[src/rtl/key_debounce_scheduler.sv]
// Debounces NUM_KEYS raw buttons on one shared scan tick and serializes presses into a valid/ready event stream.
// Optional macro KEY_SCHED_RELEASE_EVT_EN also reports releases (adds port evt_release).

module key_debounce_lane #(
   parameter int CW         = 3,
   parameter int STABLE_CNT = 4
) (
   input  logic clock,
   input  logic reset,
   input  logic key_i,
   input  logic sample_i,
   output logic db_o,
   output logic flip_o
);
   logic          sync1_q, sync2_q, db_q;
   logic [CW-1:0] cnt_q;

   // flip_o is high in the cycle whose edge toggles db_q
   assign flip_o = sample_i && (sync2_q != db_q) && (cnt_q == CW'(STABLE_CNT - 1));
   assign db_o   = db_q;

   always_ff @(posedge clock) begin
      if (reset) begin
         sync1_q <= 1'b0;
         sync2_q <= 1'b0;
         db_q    <= 1'b0;
         cnt_q   <= '0;
      end else begin
         sync1_q <= key_i;
         sync2_q <= sync1_q;
         if (sample_i) begin
            if (sync2_q == db_q) begin
               cnt_q <= '0;
            end else if (flip_o) begin
               db_q  <= ~db_q;
               cnt_q <= '0;
            end else begin
               cnt_q <= cnt_q + 1'b1;
            end
         end
      end
   end
endmodule

module key_debounce_scheduler #(
   parameter int NUM_KEYS   = 4,
   parameter int TICK_DIV   = 50000,
   parameter int STABLE_CNT = 4,
   parameter int ID_W       = 2
) (
   input  logic                clock,
   input  logic                reset,
   input  logic [NUM_KEYS-1:0] keys_in,
   output logic [NUM_KEYS-1:0] keys_db,
   output logic                evt_valid,
   input  logic                evt_ready,
   output logic [ID_W-1:0]     evt_id,
`ifdef KEY_SCHED_RELEASE_EVT_EN
   output logic                evt_release,
`endif
   output logic                evt_overrun
);
   localparam int TCW = $clog2(TICK_DIV);
   localparam int CW  = $clog2(STABLE_CNT) + 1;
`ifdef KEY_SCHED_RELEASE_EVT_EN
   // source 2i = press of key i, 2i+1 = release of key i (press outranks release)
   localparam int NSRC = 2 * NUM_KEYS;
`else
   localparam int NSRC = NUM_KEYS;
`endif
   localparam int SRC_W = $clog2(NSRC);

   logic [TCW-1:0]      tick_cnt_q, tick_cnt_d;
   logic                tick;
   logic [ID_W-1:0]     scan_ptr_q, scan_ptr_d;
   logic [NUM_KEYS-1:0] sample, flip, db;
   logic [NSRC-1:0]     pend_q, pend_d, set, gnt_mask;
   logic [SRC_W-1:0]    rr_q, rr_d, gnt_src;
   logic [SRC_W:0]      arb_sum;
   logic                gnt_found, free;
   logic                evt_valid_q, evt_valid_d;
   logic [ID_W-1:0]     evt_id_q, evt_id_d;
   logic                overrun_q, overrun_d;
`ifdef KEY_SCHED_RELEASE_EVT_EN
   logic                evt_rel_q, evt_rel_d;
`endif

   always_comb begin
      tick       = (tick_cnt_q == TCW'(TICK_DIV - 1));
      tick_cnt_d = tick ? '0 : tick_cnt_q + TCW'(1);
      scan_ptr_d = scan_ptr_q;
      if (tick)
         scan_ptr_d = (scan_ptr_q == ID_W'(NUM_KEYS - 1)) ? '0 : scan_ptr_q + ID_W'(1);
   end

   for (genvar g = 0; g < NUM_KEYS; g++) begin : g_lane
      assign sample[g] = tick && (scan_ptr_q == ID_W'(g));

      key_debounce_lane #(.CW(CW), .STABLE_CNT(STABLE_CNT)) u_lane (
         .clock    (clock),
         .reset    (reset),
         .key_i    (keys_in[g]),
         .sample_i (sample[g]),
         .db_o     (db[g]),
         .flip_o   (flip[g])
      );

`ifdef KEY_SCHED_RELEASE_EVT_EN
      assign set[2*g]   = flip[g] && !db[g];
      assign set[2*g+1] = flip[g] &&  db[g];
`else
      assign set[g] = flip[g] && !db[g];
`endif
   end

   // Round-robin search starting at rr_q, which points just past the last grant
   always_comb begin
      free      = !evt_valid_q || evt_ready;
      gnt_found = 1'b0;
      gnt_src   = '0;
      arb_sum   = '0;
      for (int off = 0; off < NSRC; off++) begin
         arb_sum = {1'b0, rr_q} + (SRC_W+1)'(off);
         if (arb_sum >= (SRC_W+1)'(NSRC))
            arb_sum = arb_sum - (SRC_W+1)'(NSRC);
         if (!gnt_found && pend_q[arb_sum[SRC_W-1:0]]) begin
            gnt_found = 1'b1;
            gnt_src   = arb_sum[SRC_W-1:0];
         end
      end

      gnt_mask    = '0;
      rr_d        = rr_q;
      evt_valid_d = evt_valid_q;
      evt_id_d    = evt_id_q;
`ifdef KEY_SCHED_RELEASE_EVT_EN
      evt_rel_d   = evt_rel_q;
`endif
      if (free) begin
         evt_valid_d = gnt_found;
         if (gnt_found) begin
            gnt_mask[gnt_src] = 1'b1;
            rr_d = (gnt_src == SRC_W'(NSRC - 1)) ? '0 : gnt_src + SRC_W'(1);
`ifdef KEY_SCHED_RELEASE_EVT_EN
            evt_id_d  = gnt_src[SRC_W-1:1];
            evt_rel_d = gnt_src[0];
`else
            evt_id_d  = gnt_src;
`endif
         end
      end

      // a set landing on a bit being granted this cycle re-queues it rather than overrunning
      pend_d    = (pend_q & ~gnt_mask) | set;
      overrun_d = overrun_q | (|(set & pend_q & ~gnt_mask));
   end

   always_ff @(posedge clock) begin
      if (reset) begin
         tick_cnt_q  <= '0;
         scan_ptr_q  <= '0;
         pend_q      <= '0;
         rr_q        <= '0;
         evt_valid_q <= 1'b0;
         evt_id_q    <= '0;
         overrun_q   <= 1'b0;
`ifdef KEY_SCHED_RELEASE_EVT_EN
         evt_rel_q   <= 1'b0;
`endif
      end else begin
         tick_cnt_q  <= tick_cnt_d;
         scan_ptr_q  <= scan_ptr_d;
         pend_q      <= pend_d;
         rr_q        <= rr_d;
         evt_valid_q <= evt_valid_d;
         evt_id_q    <= evt_id_d;
         overrun_q   <= overrun_d;
`ifdef KEY_SCHED_RELEASE_EVT_EN
         evt_rel_q   <= evt_rel_d;
`endif
      end
   end

   assign keys_db     = db;
   assign evt_valid   = evt_valid_q;
   assign evt_id      = evt_id_q;
   assign evt_overrun = overrun_q;
`ifdef KEY_SCHED_RELEASE_EVT_EN
   assign evt_release = evt_rel_q;
`endif
endmodule

[config.mk]
export PLATFORM = sky130hd
export DESIGN_NAME = key_debounce_scheduler
export DESIGN_NICKNAME = d
export VERILOG_FILES = /design/src/rtl/key_debounce_scheduler.sv
export SDC_FILE = /design/constraint.sdc
export NUM_CORES = 1
export LEC_CHECK = 0
export ABC_CLOCK_PERIOD_IN_PS = 2700
export CORE_MARGIN = 10
export CORE_UTILIZATION = 45
export DETAILED_ROUTE_END_ITERATION = 6
export PLACE_DENSITY = 0.7
export SKIP_LAST_GASP = 1
export SLEW_MARGIN = 20
export SYNTH_ARGS = -nofsm -noshare
export SYNTH_HDL_FRONTEND = slang
export SYNTH_HIERARCHICAL = 1
export SYNTH_SLANG_ARGS = --single-unit
export TNS_END_PERCENT = 30
[constraint.sdc]
create_clock -name clock -period 2.7 [get_ports clock]
set_input_delay 0.54 -clock clock [delete_from_list [all_inputs] [get_ports clock]]
set_output_delay 0.54 -clock clock [all_outputs]
set_load 0.02 [all_outputs]
### After elaboration in Yosys (flattened, before gate mapping)

Index checks and enable logic that the tools add are counted.

| word-level totals | value |
|---|---|
| logic and storage cells | 149 |
| output and inout port bits | 8 |
| flip-flop bits (word level) | 52 |
| input port bits | 7 |

| operators by class | value |
|---|---|
| add/subtract/negate cells | 14 |
| muxes and demuxes | 34 |
| eq/ne operators | 17 |
| bitwise gates (word level) | 14 |
| reductions and logical operators | 37 |
| order comparisons | 10 |

Operators by type and width:

| cell | number |
|---|---|
| 3-bit 2-to-1 mux | 8 |
| 1-bit logical AND | 20 |
| 2-bit 2-to-1 mux | 10 |
| 16-bit by 1-bit adder with 16-bit output, second input constant | 1 |
| 16-bit equality test, second input constant | 1 |
| 2-bit by 3-bit less-than comparator with 1-bit output, second input constant | 5 |
| 3-bit by 1-bit adder with 3-bit output, second input constant | 4 |
| 4-bit AND | 3 |
| 3-bit by 2-bit equality test with 1-bit output, second input constant | 4 |
| 3-bit AND reduction | 4 |
| 3-bit greater-or-equal comparator, second input constant | 3 |
| 1-bit 2-to-1 mux | 9 |
| 1-bit binary-select mux with 2-bit select | 4 |
| 1-bit zero test | 8 |
| 4-bit 2-to-1 mux | 2 |
| 1-bit inverter | 8 |
| 2-bit by 1-bit subtractor with 2-bit output, second input constant | 4 |
| 2-bit by 2-bit adder with 3-bit output, second input constant | 2 |
| 2-bit equality test, second input constant | 3 |
| 2-bit by 1-bit adder with 2-bit output, second input constant | 2 |
| 1-bit equality test | 4 |
| 1-bit inequality test | 4 |
| 4-bit inverter | 1 |
| 4-bit bitwise OR | 1 |
| 11 further kinds | 11 |

### Depth between registers and ports, before layout

Gate-level depths: netlist of run 1.

| logic depth | value |
|---|---|
| word-level depth | 24 |
| depth in mapped cells | 10 |

### Modules after synthesis

The synthesis of run 1 kept the hierarchy.

By module, submodules not included:

| module | times used | area an instance (um^2) | cells an instance |
|---|---|---|---|
| key_debounce_scheduler | 1 | 1477.7 | 162 |
| key_debounce_lane | 4 | 244.0 | 24 |

### Worst setup path after synthesis of run 1

Ideal clock, no wire load.

| path | value |
|---|---|
| path kind | register -> register |
| from | register tick_cnt_q[4] |
| to | register overrun_q, in the netlist evt_overrun |
| setup time | 0.081 ns |
| data required time | 2.619 ns |
| path slack | 0.544 ns |
| cell stages (with the launch flop) | 9 |
| arrival time | 2.076 ns |
| path through | dfxtp_1 > or4b_4 > nor4_4 > and2_2 > nand3b_1 > nor2_1 > nor2b_1 > nand3_1 > a41oi_1 |

| between the ends | value |
|---|---|
| word-level cells in the longest chain between the ends | 9 |

RTL lines:

| what | RTL line | text |
|---|---|---|
| from (decl) | 73 | `logic [TCW-1:0] tick_cnt_q, tick_cnt_d;` |
| from (signal assigned) | 171 | `tick_cnt_q <= tick_cnt_d;` |
| 16-bit equality test | 89 | `tick = (tick_cnt_q == TCW'(TICK_DIV - 1));` |
| 1-bit logical AND | 97 | `assign sample[g] = tick && (scan_ptr_q == ID_W'(g));` |
| via sample[2] | 76 | `logic [NUM_KEYS-1:0] sample, flip, db;` |
| 1-bit logical AND (2 in a row) | 19 | `assign flip_o = sample_i && (sync2_q != db_q) && (cnt_q == CW'(STABLE_CNT - 1));` |
| via flip[2] | 76 |  |
| 1-bit logical AND | 112 | `assign set[g] = flip[g] && !db[g];` |
| 4-bit AND (2 in a row) | 155 | `overrun_d = overrun_q \| (\|(set & pend_q & ~gnt_mask));` |
| 4-bit OR reduction | 155 |  |
| 1-bit bitwise OR | 155 |  |
| to (signal assigned) | 177 | `overrun_q <= overrun_d;` |
| to (decl) | 83 | `logic overrun_q, overrun_d;` |

The timed path passes the listed nets, and every way through them passes these cells.
A chain may end at the register's enable or synchronous reset.

### Worst setup path in the final report of run 1

Ends and elaborated chain as after synthesis.

==> results of run 1 <==
metal layers:
layer | up-vias | global-route usage | wire (um)
met3 | 2 | 0.0304 | 149
met4 | 0 | 0.0418 | 30
met5 | - | 0 | 0
li1 | 923 | - | -
met2 | 14 | 0.187 | 2150
met1 | 823 | 0.120 | 2040
cells in the final DEF (no fill, tap or decap), types with 2 or more instances in the layout:
cell	count
inv_1	7
a41oi_1	2
and4_1	3
xnor2_1	6
and3b_1	4
mux2i_1	6
or4bb_1	2
nor2_1	21
clkbuf_8	7
clkdlybuf4s50_1	14
nand3_1	10
nand4b_1	6
o21ai_1	4
nand2_1	11
a21oi_1	17
nor2b_1	16
nor2_2	10
nand2b_1	14
ha_1	13
nand3b_1	4
and2_1	2
o21ai_0	4
xor2_1	14
dfxtp_1	52
buf_4	3
and2_2	4
o31ai_1	2
nand4_1	5
sequential cells by signal, summed over array words and instances (netlist names):
register / cells
g_lane.u_lane/db_o: 4
g_lane.u_lane/cnt_q: 12
evt_id: 2
pend_q: 4
rr_q: 2
scan_ptr_q: 2
tick_cnt_q: 16
g_lane.u_lane/sync2_q: 4
evt_valid: 1
evt_overrun: 1
g_lane.u_lane/sync1_q: 4
Yosys cell counts (all sizes together):
| library cell | n | share of area |
|---|---|---|
| dfxtp | 52 | 0.42 |
| nor2 | 31 | 0.058 |
| a21oi | 17 | 0.035 |
| nor2b | 16 | 0.041 |
| nand2b | 14 | 0.036 |
| xor2 | 14 | 0.050 |
| ha | 13 | 0.066 |
| nand2 | 11 | 0.017 |
| nand3 | 10 | 0.020 |
| o21ai | 8 | 0.016 |
| inv | 7 | 0.011 |
| and2 | 6 | 0.017 |
| mux2i | 6 | 0.024 |
| nand4b | 6 | 0.021 |
| xnor2 | 6 | 0.021 |
| nand4 | 5 | 0.013 |
| and3b | 4 | 0.014 |
| and4 | 4 | 0.015 |
| nand3b | 4 | 0.012 |
| buf | 3 | 0.016 |
| clkbuf | 3 | 0.0046 |
| a41oi | 2 | 0.0071 |
| nor4 | 2 | 0.011 |
| o31ai | 2 | 0.0061 |
| or4bb | 2 | 0.0092 |
| a211oi | 1 | 0.0031 |
| a21boi | 1 | 0.0031 |
| o21bai | 1 | 0.0031 |
| o221ai | 1 | 0.0036 |
| o311ai | 1 | 0.0036 |
| o32ai | 1 | 0.0036 |
| or2 | 1 | 0.0026 |
| or3 | 1 | 0.0026 |
| or4 | 1 | 0.0031 |
| or4b | 1 | 0.0056 |
power by group:
group	total (mW)	internal (mW)	switching (mW)	leakage, nW
Combinational	0.0457	0.0213	0.0244	0.580
Clock	0.571	0.327	0.244	0.0645
Sequential	0.782	0.776	0.00620	0.421
Total	1.40	1.12	0.274	1.07
worst max-delay path by stage:
stage	end	slack [ps]	cells after the start
6_report	evt_overrun$_SDFF_PP0_	330	8
5_1_grt	evt_overrun$_SDFF_PP0_	140	8
4_1_cts	evt_overrun$_SDFF_PP0_	320	8
3_5_place_dp	evt_overrun$_SDFF_PP0_	370	8
3_3_place_gp	evt_overrun$_SDFF_PP0_	360	8
2_1_floorplan	evt_overrun$_SDFF_PP0_	540	8
cell type report:
class,instances,area (um2)
Clock inverter,1,30.0
Multi-Input combinational cell,193,1340
Clock buffer,7,96.3
Timing Repair Buffer,17,163
Inverter,7,26.3
Fill cell,490,2420
Tap cell,70,87.6
Sequential cell,52,1040
stage by stage:
stage / utilization / total power [mW] / instances / hold slack (ps) / instance area [um2]
after floorplan: - / 0.828 / 258 / 414 / 2450
final: 0.534 / 1.40 / 347 / 443 / 2780
after detailed placement: 0.510 / 0.846 / 339 / 426 / 2650
after global routing: 0.534 / 1.45 / 347 / 469 / 2780
after global placement: 0.510 / 0.845 / 339 / 417 / 2650
after CTS: 0.534 / 1.42 / 347 / 446 / 2780
cells by family (layout without fill, tap and decap cells):
family | Yosys count | after routing
xor+xnor | 20 | 20
flops | 52 | 52
compound gates | 35 | 35
simple gates | 119 | 119
buf+inv | 13 | 32
fa+ha+maj | 13 | 13
mux | 6 | 6
==> key figures, run 1 <==
Outcome
  • Outcome: completed

Timing
  • TNS Setup: 0 ps
  • Tcrit/Tclk final: 0.879
  • Final hold vios: 0
  • Max-slew violations: 0
  • Final min period: between 2000 and 2500 ps
  • Worst-margin pin slew: around 530 ps
  • Slew headroom: 0.646
  • Fmax: ~420 MHz
  • RSZ-0062 raised after global routing: false
  • Final setup viols: 0
  • Worst setup margin: about 330 ps
  • Skew final: 3.66 ps

Setup path
  • Reg2reg end: evt_overrun$_SDFF_PP0_
  • RR Startpoint: tick_cnt_q[4]$_SDFF_PP0_
  • Crit-path cells: or4b_4 -> nor4_4 -> and2_2 -> nand3b_1 -> nor2_1 -> nor2b_1 -> nand3_1 -> a41oi_1
  • Delay-heaviest family, CP: simple AND/OR/NAND/NOR gates
  • R2R depth: 8
  • Worst Setup Start Kind: flop
  • Worst path max stage delay: 550 ps
  • CP arrival: roughly 2600 ps
  • Critical path buffers and inverters: 0
  • Critical path startpoint: tick_cnt_q[4]$_SDFF_PP0_
  • Critical Path End Type: flop
  • CP Class: flop to flop
  • CP max stage cell: or4b_4
  • CP max FO: 7
  • WP data required: 2930 ps
  • Flop2flop setup slack: between 300 and 400 ps

Logic synthesis
  • Cells after Synth: around 260
  • YS warnings: 6
  • Flop and latch count out of synthesis: 52
  • Mean Syn Cell Area: 9.51 um2
  • Library cells used by synthesis: 42
  • Post-synthesis simple-gate area fraction: 0.298
  • Synthesized Nets: ~280
  • Mux contribution to synthesized area: 0.0245
  • Largest family of logic cells by synthesized area: simple AND/OR/NAND/NOR gates
  • Mapped cell area: 0.00245 mm2
  • Sequential element share of the synthesized area: 0.424
  • Synth Area in Adders: 0.0663
  • Post-Synth XOR/XNOR Area: 0.0714
  • Compound-gate portion of the synthesized area: 0.0841

Clock network
  • Worst-path clk slew: 90 ps
  • Clk sink count: 52
  • Clock tree buffer depth: 2
  • CTS Buf Count: 5
  • CTS H-tree depth: 2
  • Post-CTS Resized: 0
  • CTS root buf: clkbuf_8
  • Postcts setup bufs: 0
  • # hold bufs at CTS: 0
  • CTS tree: done
  • Clock latency on the worst-skew pair: 300 ps

Route
  • Via count: ~1.8k
  • Drt drc: 0
  • Final ANT Viol Nets: 0
  • DR WL/cell: approximately 13 um
  • Via-to-Cell Ratio: 5.08
  • Drt first pass iters: 4
  • Total wire length: around 4400 um
  • Iteration-0 DRC Markers: between 60 and 70

Layout
  • Diodes inserted: 0
  • Final #Nets: about 300
  • Share of layout cells above drive strength 1: 0.101
  • Area delta synth->final: 13.3%

Hold path
  • Min-Delay Endpoint: g_lane[1].u_lane/sync2_q$_SDFF_PP0_
  • Hold Path Class: flop to flop
  • Hold Startpoint: g_lane[1].u_lane/sync1_q$_SDFF_PP0_
  • WHS Path Cells: 1

Floorplan
  • Die area: slightly below 0.009 mm2
  • I/O pins: 15
  • Initial Util: 0.471
  • Die Wd: 93.8 um
  • Area of the core: around 0.0052 mm2
  • Core Rows: 26
  • Die Height: 93.8 um

GRT
  • First-pass GRT wire length: around 7900 um
  • Largest net degree at the start of global routing: 39
  • Antenna violations before repair: 0
  • Number of global-route vias before repair: 1819
  • Tot GR Track Use: 0.107
  • GRT overflow: 0

Place
  • Dpl hpwl: approximately 3200 um
  • Setup WS pre-CTS: approximately 370 ps
  • GP Congestion: about 0.78
  • IO Port Bufs: 14

Power and ir drop
  • PD cells: roughly 500 mW/mm2
  • P_leak: approximately 1.1 nW
  • Worst VDD drop: between 0.0002 and 0.0003 V

Flow run
  • Max cap viols: 0
Power figures use the tool's default switching activity.
==> run 2, diff against run 1 <==
Settings changed: CORE_UTILIZATION 45 to 50, PLACE_DENSITY 0.7 to 0.76.
==> run 2 against run 1 <==
Flip-flop and latch count did not move. Sequential power barely moved. Design area fell by 1.1%. Core utilization rose by 4.4 points. Worst setup slack improved by 150 ps. Global-route usage fell by 0.50 points. Critical endpoint unchanged. Count of clock-buffer cells in the layout fell by 1. Hold slack improved by 1.8 ps. Clock power fell by 22%. Register-to-register slack improved by 150 ps. Maximum frequency rose by 7.0%. Non-clock buffer count rose by 1.
==> key figures, run 2 (same netlist as run 1, synthesis figures left out) <==
Setup path
  • R2R depth: 8 (unchanged)
  • Flop2flop setup slack: 480 ps (was 330 ps)
  • Reg2reg end: evt_overrun$_SDFF_PP0_ (unchanged)
  • Worst Setup Start Kind: flop (unchanged)
  • WP data required: 2920 ps (was 2930 ps)
  • Critical Path End Type: flop (unchanged)
  • CP arrival: 2440 ps (was 2600 ps)
  • Critical path startpoint: tick_cnt_q[4]$_SDFF_PP0_ (unchanged)
  • Worst path max stage delay: 550 ps (about the same)
  • CP Class: flop to flop (unchanged)
  • CP max FO: 6 (was 7)
  • RR Startpoint: tick_cnt_q[4]$_SDFF_PP0_ (unchanged)
  • Crit-path cells: or4b_4 -> nor4_4 -> and2_2 -> nand3b_1 -> nor2_1 -> nor2b_1 -> nand3_1 -> a41oi_1 (unchanged)
  • CP max stage cell: or4b_4 (unchanged)

Hold path
  • Min-Delay Endpoint: g_lane[1].u_lane/sync2_q$_SDFF_PP0_ (unchanged)
  • WHS Path Cells: 1 (unchanged)
  • Hold Startpoint: g_lane[1].u_lane/sync1_q$_SDFF_PP0_ (unchanged)
  • Hold Path Class: flop to flop (unchanged)

Timing
  • Tcrit/Tclk final: 0.822 (was 0.879)
  • TNS Setup: 0 ps (unchanged)
  • Worst-margin pin slew: 587 ps (was 526 ps)
  • Max-slew violations: 0 (unchanged)
  • Final hold vios: 0 (unchanged)
  • Final hold slack: 445 ps (was 443 ps)
  • Fmax: 451 MHz (was 421 MHz)
  • Skew final: 9.44 ps (was 3.66 ps)
  • Final min period: 2220 ps (was 2370 ps)
  • Final setup viols: 0 (unchanged)
  • Slew headroom: 0.605 (was 0.646)
  • RSZ-0062 raised after global routing: false (unchanged)

Flow run
  • Max cap viols: 0 (unchanged)

GRT
  • First-pass GRT wire length: 7180 um (was 7850 um)
  • GRT overflow: 0 (unchanged)
  • Tot GR Track Use: 0.102 (was 0.107)
  • Largest net degree at the start of global routing: 21 (was 39)
  • Number of global-route vias before repair: 1689 (was 1819)
  • Antenna violations before repair: 0 (unchanged)

Layout
  • Area delta synth->final: 12.1% (was 13.3%)
  • Post-route insts no fill: 345 (was 347)
  • Commonest non-fill, non-tap cell in the layout: dfxtp_1 (unchanged)
  • Reg with most FFs: tick_cnt_q (unchanged)
  • Diodes inserted: 0 (unchanged)
  • Commonest non-fill, non-tap cells in the layout: dfxtp_1 (52), nor2_1 (21), a21oi_1 (17) (unchanged)
  • Largest register FFs: 16 (unchanged)
  • Largest regs: tick_cnt_q (16), g_lane.u_lane/cnt_q (12) (unchanged)
  • Final #Nets: 297 (was 296)
  • Post-layout util: 0.578 (was 0.534)
  • Share of layout cells above drive strength 1: 0.104 (was 0.101)

Power and ir drop
  • Combinational Power Share: 0.036 (was 0.033)
  • Clock share of power: 0.350 (was 0.408)
  • Int Power: 1.00 mW (was 1.12 mW)
  • Share of power burned in registers: 0.615 (was 0.559)
  • Worst VDD drop: 0.000321 V (was 0.000292 V)
  • P_leak: 1.06 nW (was 1.07 nW)
  • Switching power: 0.270 mW (was 0.274 mW)
  • PD cells: 463 mW/mm2 (was 503 mW/mm2)
  • Sw Ratio: 0.212 (was 0.196)

Floorplan
  • Area of the core: 0.00475 mm2 (was 0.00520 mm2)
  • Die Height: 90.1 um (was 93.8 um)
  • Initial Util: 0.516 (was 0.471)
  • Die Wd: 90.1 um (was 93.8 um)
  • Core Rows: 25 (was 26)
  • I/O pins: 15 (unchanged)
  • Die area: 0.00811 mm2 (was 0.00881 mm2)

Route
  • Iteration-0 DRC Markers: 64 (was 62)
  • Drt first pass iters: 4 (unchanged)
  • Drt drc: 0 (unchanged)
  • Total wire length: 4100 um (was 4370 um)
  • Via count: 1752 (was 1762)
  • Via-to-Cell Ratio: 5.08 (about the same)
  • DR WL/cell: 11.9 um (was 12.6 um)
  • Final ANT Viol Nets: 0 (unchanged)

Clock network
  • Clock tree buffer depth: 2 (unchanged)
  • Clock latency on the worst-skew pair: 300 ps (about the same)
  • Postcts setup bufs: 0 (unchanged)
  • Post-CTS Resized: 0 (unchanged)
  • CTS root buf: clkbuf_8 (unchanged)
  • CTS tree: done (unchanged)
  • Clk sink count: 52 (unchanged)
  • Worst-path clk slew: 90 ps (about the same)
  • CTS H-tree depth: 2 (unchanged)
  • CTS Buf Count: 5 (unchanged)
  • # hold bufs at CTS: 0 (unchanged)

Outcome
  • Outcome: completed (unchanged)

Place
  • IO Port Bufs: 14 (unchanged)
  • Post-Place Cells: 337 (was 339)
  • Dpl hpwl: 3020 um (was 3170 um)
  • GP Congestion: 0.813 (was 0.783)
-- run 2: cell types whose count changed in the layout (fill, tap and decap cells not counted) --
| cell | before | now |
|---|---|---|
| bufinv_16 | 1 | 0 |
| clkbuf_8 | 7 | 6 |
| clkinv_2 | 0 | 2 |
| buf_4 | 3 | 4 |
-- run 2: worst max-delay path: cells and delay by family (launching register included) --
family           cells  cell delay (ps)
AO/OA/AOI/OAI        1              180
flip-flops           1              340
AND/OR/NAND/NOR      7             1620
-- run 2: layout make-up --
type,instances,area (um2)
fillers,453,2000
clock buffers,6,82.6
multi-input cells,193,1340
inverters,7,26.3
repair buffers,18,170
clock inverters,2,10.0
flip-flops and latches,52,1040
well taps,67,83.8
-- run 2: worst max-delay path by stage --
stage | depth (start not counted) | slack [ps] | to
5_1_grt | 8 | 260 | evt_overrun$_SDFF_PP0_
4_1_cts | 8 | 460 | evt_overrun$_SDFF_PP0_
2_1_floorplan | 8 | 540 | evt_overrun$_SDFF_PP0_
6_report | 8 | 480 | evt_overrun$_SDFF_PP0_
3_5_place_dp | 8 | 490 | evt_overrun$_SDFF_PP0_
3_3_place_gp | 8 | 500 | evt_overrun$_SDFF_PP0_
-- run 2: routing by layer --
metal  GRT usage  wire (um)
met1       0.127       2000
met2       0.160       1860
met3      0.0432        197
met4      0.0239         38
met5           0          0
-- run 2: through the flow --
stage               instance area [um2]  power, mW  worst slack [ps]
floorplan                          2450      0.828               544
finish                             2750       1.27               481
detailed placement                 2660      0.846               489
global route                       2750       1.32               255
CTS                                2750       1.29               462
global placement                   2660      0.845               503
-- run 2: power by group through the flow --
stage	Combinational (mW)	Clock (mW)	Sequential, mW
5_1_grt	0.0511	0.490	0.784
4_1_cts	0.0460	0.465	0.782
6_report	0.0455	0.445	0.782
2_1_floorplan	0.0298	0	0.798
3_5_place_dp	0.0458	0	0.800
3_3_place_gp	0.0456	0	0.800
==> run 3, diff against run 2 <==
Settings changed: ABC_CLOCK_PERIOD_IN_PS 2700 to 2240.
Clock period 2.7 ns to 2.24 ns, I/O delays scaled along.
==> run 3 against run 2 <==
The run now ends with negative setup slack left. Sequential power grew 20%. Sequential share of layout area shrank 1.8 points. Critical path type unchanged. Highest routed layer unchanged. Worst setup slack lost 480 ps. Critical endpoint unchanged.
==> key figures, run 3 (same netlist as run 1, synthesis figures left out) <==
Layout
  • Commonest non-fill, non-tap cells in the layout: dfxtp_1 (50), nor2_1 (20), buf_4 (19) (was dfxtp_1 (52), nor2_1 (21), a21oi_1 (17))
  • Reg with most FFs: tick_cnt_q (unchanged)
  • Commonest non-fill, non-tap cell in the layout: dfxtp_1 (unchanged)
  • Final #Nets: 312 (was 297)
  • Layout fillers: 449 (was 453)
  • Post-route insts no fill: 360 (was 345)
  • Diodes inserted: 0 (unchanged)
  • Share of layout cells above drive strength 1: 0.171 (was 0.104)
  • Area delta synth->final: 18.2% (was 12.1%)
  • Post-layout util: 0.610 (was 0.578)
  • Largest regs: tick_cnt_q (16), g_lane.u_lane/cnt_q (12) (unchanged)
  • Largest register FFs: 16 (unchanged)

Hold path
  • Hold Startpoint: g_lane[2].u_lane/sync1_q$_SDFF_PP0_ (was g_lane[1].u_lane/sync1_q$_SDFF_PP0_)
  • Hold Path Class: flop to flop (unchanged)
  • WHS Path Cells: 1 (unchanged)
  • Min-Delay Endpoint: g_lane[2].u_lane/sync2_q$_SDFF_PP0_ (was g_lane[1].u_lane/sync2_q$_SDFF_PP0_)

Timing
  • Final min period: 2240 ps (was 2220 ps)
  • RSZ-0062 raised after global routing: true (was false)
  • Worst-margin pin slew: 513 ps (was 587 ps)
  • Max-slew violations: 0 (unchanged)
  • Skew final: 7.79 ps (was 9.44 ps)
  • Tcrit/Tclk final: 1.00 (was 0.822)
  • Worst setup margin: -0.768 ps (was 481 ps)
  • Final setup viols: 1 (was 0)
  • Fmax: 446 MHz (was 451 MHz)
  • Final hold vios: 0 (unchanged)
  • Slew headroom: 0.655 (was 0.605)

Clock network
  • CTS H-tree depth: 2 (unchanged)
  • # hold bufs at CTS: 0 (unchanged)
  • CTS tree: done (unchanged)
  • Clock latency on the worst-skew pair: 300 ps (about the same)
  • CTS Buf Count: 5 (unchanged)
  • Worst-path clk slew: 90 ps (about the same)
  • Clk sink count: 52 (unchanged)
  • Clock tree buffer depth: 2 (unchanged)
  • CTS root buf: clkbuf_8 (unchanged)

Outcome
  • Outcome: finished, violations left (was completed)
  • Failing checks: negative setup slack

GRT
  • Number of global-route vias before repair: 1666 (was 1689)
  • Antenna violations before repair: 0 (unchanged)
  • GRT overflow: 0 (unchanged)
  • Largest net degree at the start of global routing: 16 (was 21)
  • First-pass GRT wire length: 7390 um (was 7180 um)
  • Tot GR Track Use: 0.107 (was 0.102)

Setup path
  • WP data required: 2470 ps (was 2920 ps)
  • CP max FO: 5 (was 6)
  • Critical Path End Type: flop (unchanged)
  • Flop2flop setup slack: -0.8 ps (was 480 ps)
  • R2R depth: 8 (unchanged)
  • Reg2reg end: evt_overrun$_SDFF_PP0_ (unchanged)
  • CP arrival: 2470 ps (was 2440 ps)
  • RR Startpoint: tick_cnt_q[10]$_SDFF_PP0_ (was tick_cnt_q[4]$_SDFF_PP0_)
  • Worst Setup Start Kind: flop (unchanged)
  • CP Class: flop to flop (unchanged)

Route
  • Via-to-Cell Ratio: 5.12 (was 5.08)
  • Total wire length: 4490 um (was 4100 um)
  • DR WL/cell: 12.5 um (was 11.9 um)
  • Final ANT Viol Nets: 0 (unchanged)
  • Via count: 1844 (was 1752)
  • Drt drc: 0 (unchanged)
  • Iteration-0 DRC Markers: 106 (was 64)
  • Drt first pass iters: 4 (unchanged)

Place
  • Dpl hpwl: 3410 um (was 3020 um)
  • Post-Place Cells: 346 (was 337)
  • IO Port Bufs: 14 (unchanged)
  • GP Congestion: 0.802 (was 0.813)
  • Setup WS pre-CTS: 53.7 ps (was 489 ps)

Floorplan
  • Area of the core: 0.00475 mm2 (unchanged)
  • Initial Util: 0.516 (unchanged)
  • Core Rows: 25 (unchanged)
  • Die Height: 90.1 um (unchanged)
  • I/O pins: 15 (unchanged)
  • Die Wd: 90.1 um (unchanged)
  • Die area: 0.00811 mm2 (unchanged)

Flow run
  • Max cap viols: 0 (unchanged)

Power and ir drop
  • PD cells: 528 mW/mm2 (was 463 mW/mm2)
  • P_leak: 1.14 nW (was 1.06 nW)
  • Worst VDD drop: 0.000382 V (was 0.000321 V)
-- run 3: worst max path at each step --
stage / from / endpoint / depth (start not counted) / slack (ps)
after detailed placement: tick_cnt_q[4]$_SDFF_PP0_ / evt_overrun$_SDFF_PP0_ / 7 / 50
after global placement: tick_cnt_q[4]$_SDFF_PP0_ / evt_overrun$_SDFF_PP0_ / 8 / 110
after global routing: tick_cnt_q[10]$_SDFF_PP0_ / evt_overrun$_SDFF_PP0_ / 7 / -80
final: tick_cnt_q[10]$_SDFF_PP0_ / evt_overrun$_SDFF_PP0_ / 8 / -0.8
after CTS: tick_cnt_q[4]$_SDFF_PP0_ / evt_overrun$_SDFF_PP0_ / 7 / 20
after floorplan: tick_cnt_q[4]$_SDFF_PP0_ / evt_overrun$_SDFF_PP0_ / 8 / 80
-- run 3: per-stage QoR --
stage                     instance area [um2]  power [mW]  hold slack, ps  setup TNS [ps]
after CTS                                2820        1.55             447               0
final                                    2900        1.53             442          -0.768
after global placement                   2730        1.02             417               0
after floorplan                          2450       0.998             414               0
after detailed placement                 2730        1.02             428               0
after global routing                     2900        1.60             459            -124
-- run 3: repair_timing --
item	CTS	global route
resized for setup	0	13
setup endpoints to repair	0	3
setup buffers	0	6
-- run 3: final cells by class --
cell class,instances,area [um2],share of cell area
Inverter,7,26.3,0.00906
Sequential cell,52,1050,0.361
Timing Repair Buffer,33,283,0.0975
Tap cell,67,83.8,0.0289
Multi-Input combinational cell,193,1370,0.473
Clock buffer,8,90.1,0.0311
-- run 3: metal layers --
metal,global-route usage,part of all wire
met5,0,0
met4,0.0477,0.011
met3,0.0299,0.031
met2,0.169,0.47
met1,0.132,0.49
-- run 3: critical path, stage by stage, from the launching register on --
cell	delay [ps]
dfxtp_4	360
or4bb_4	550
nor4_4	400
and2_4	220
nand3b_1	110
nor2_1	150
nor2b_4	180
nand3_2	80
a41oi_2	120
-- run 3: power breakdown --
part | leakage, nW | internal, mW | switching, mW | total [mW]
Clock | 0.0455 | 0.252 | 0.280 | 0.533
Sequential | 0.422 | 0.933 | 0.00734 | 0.941
Combinational | 0.670 | 0.0279 | 0.0294 | 0.0573
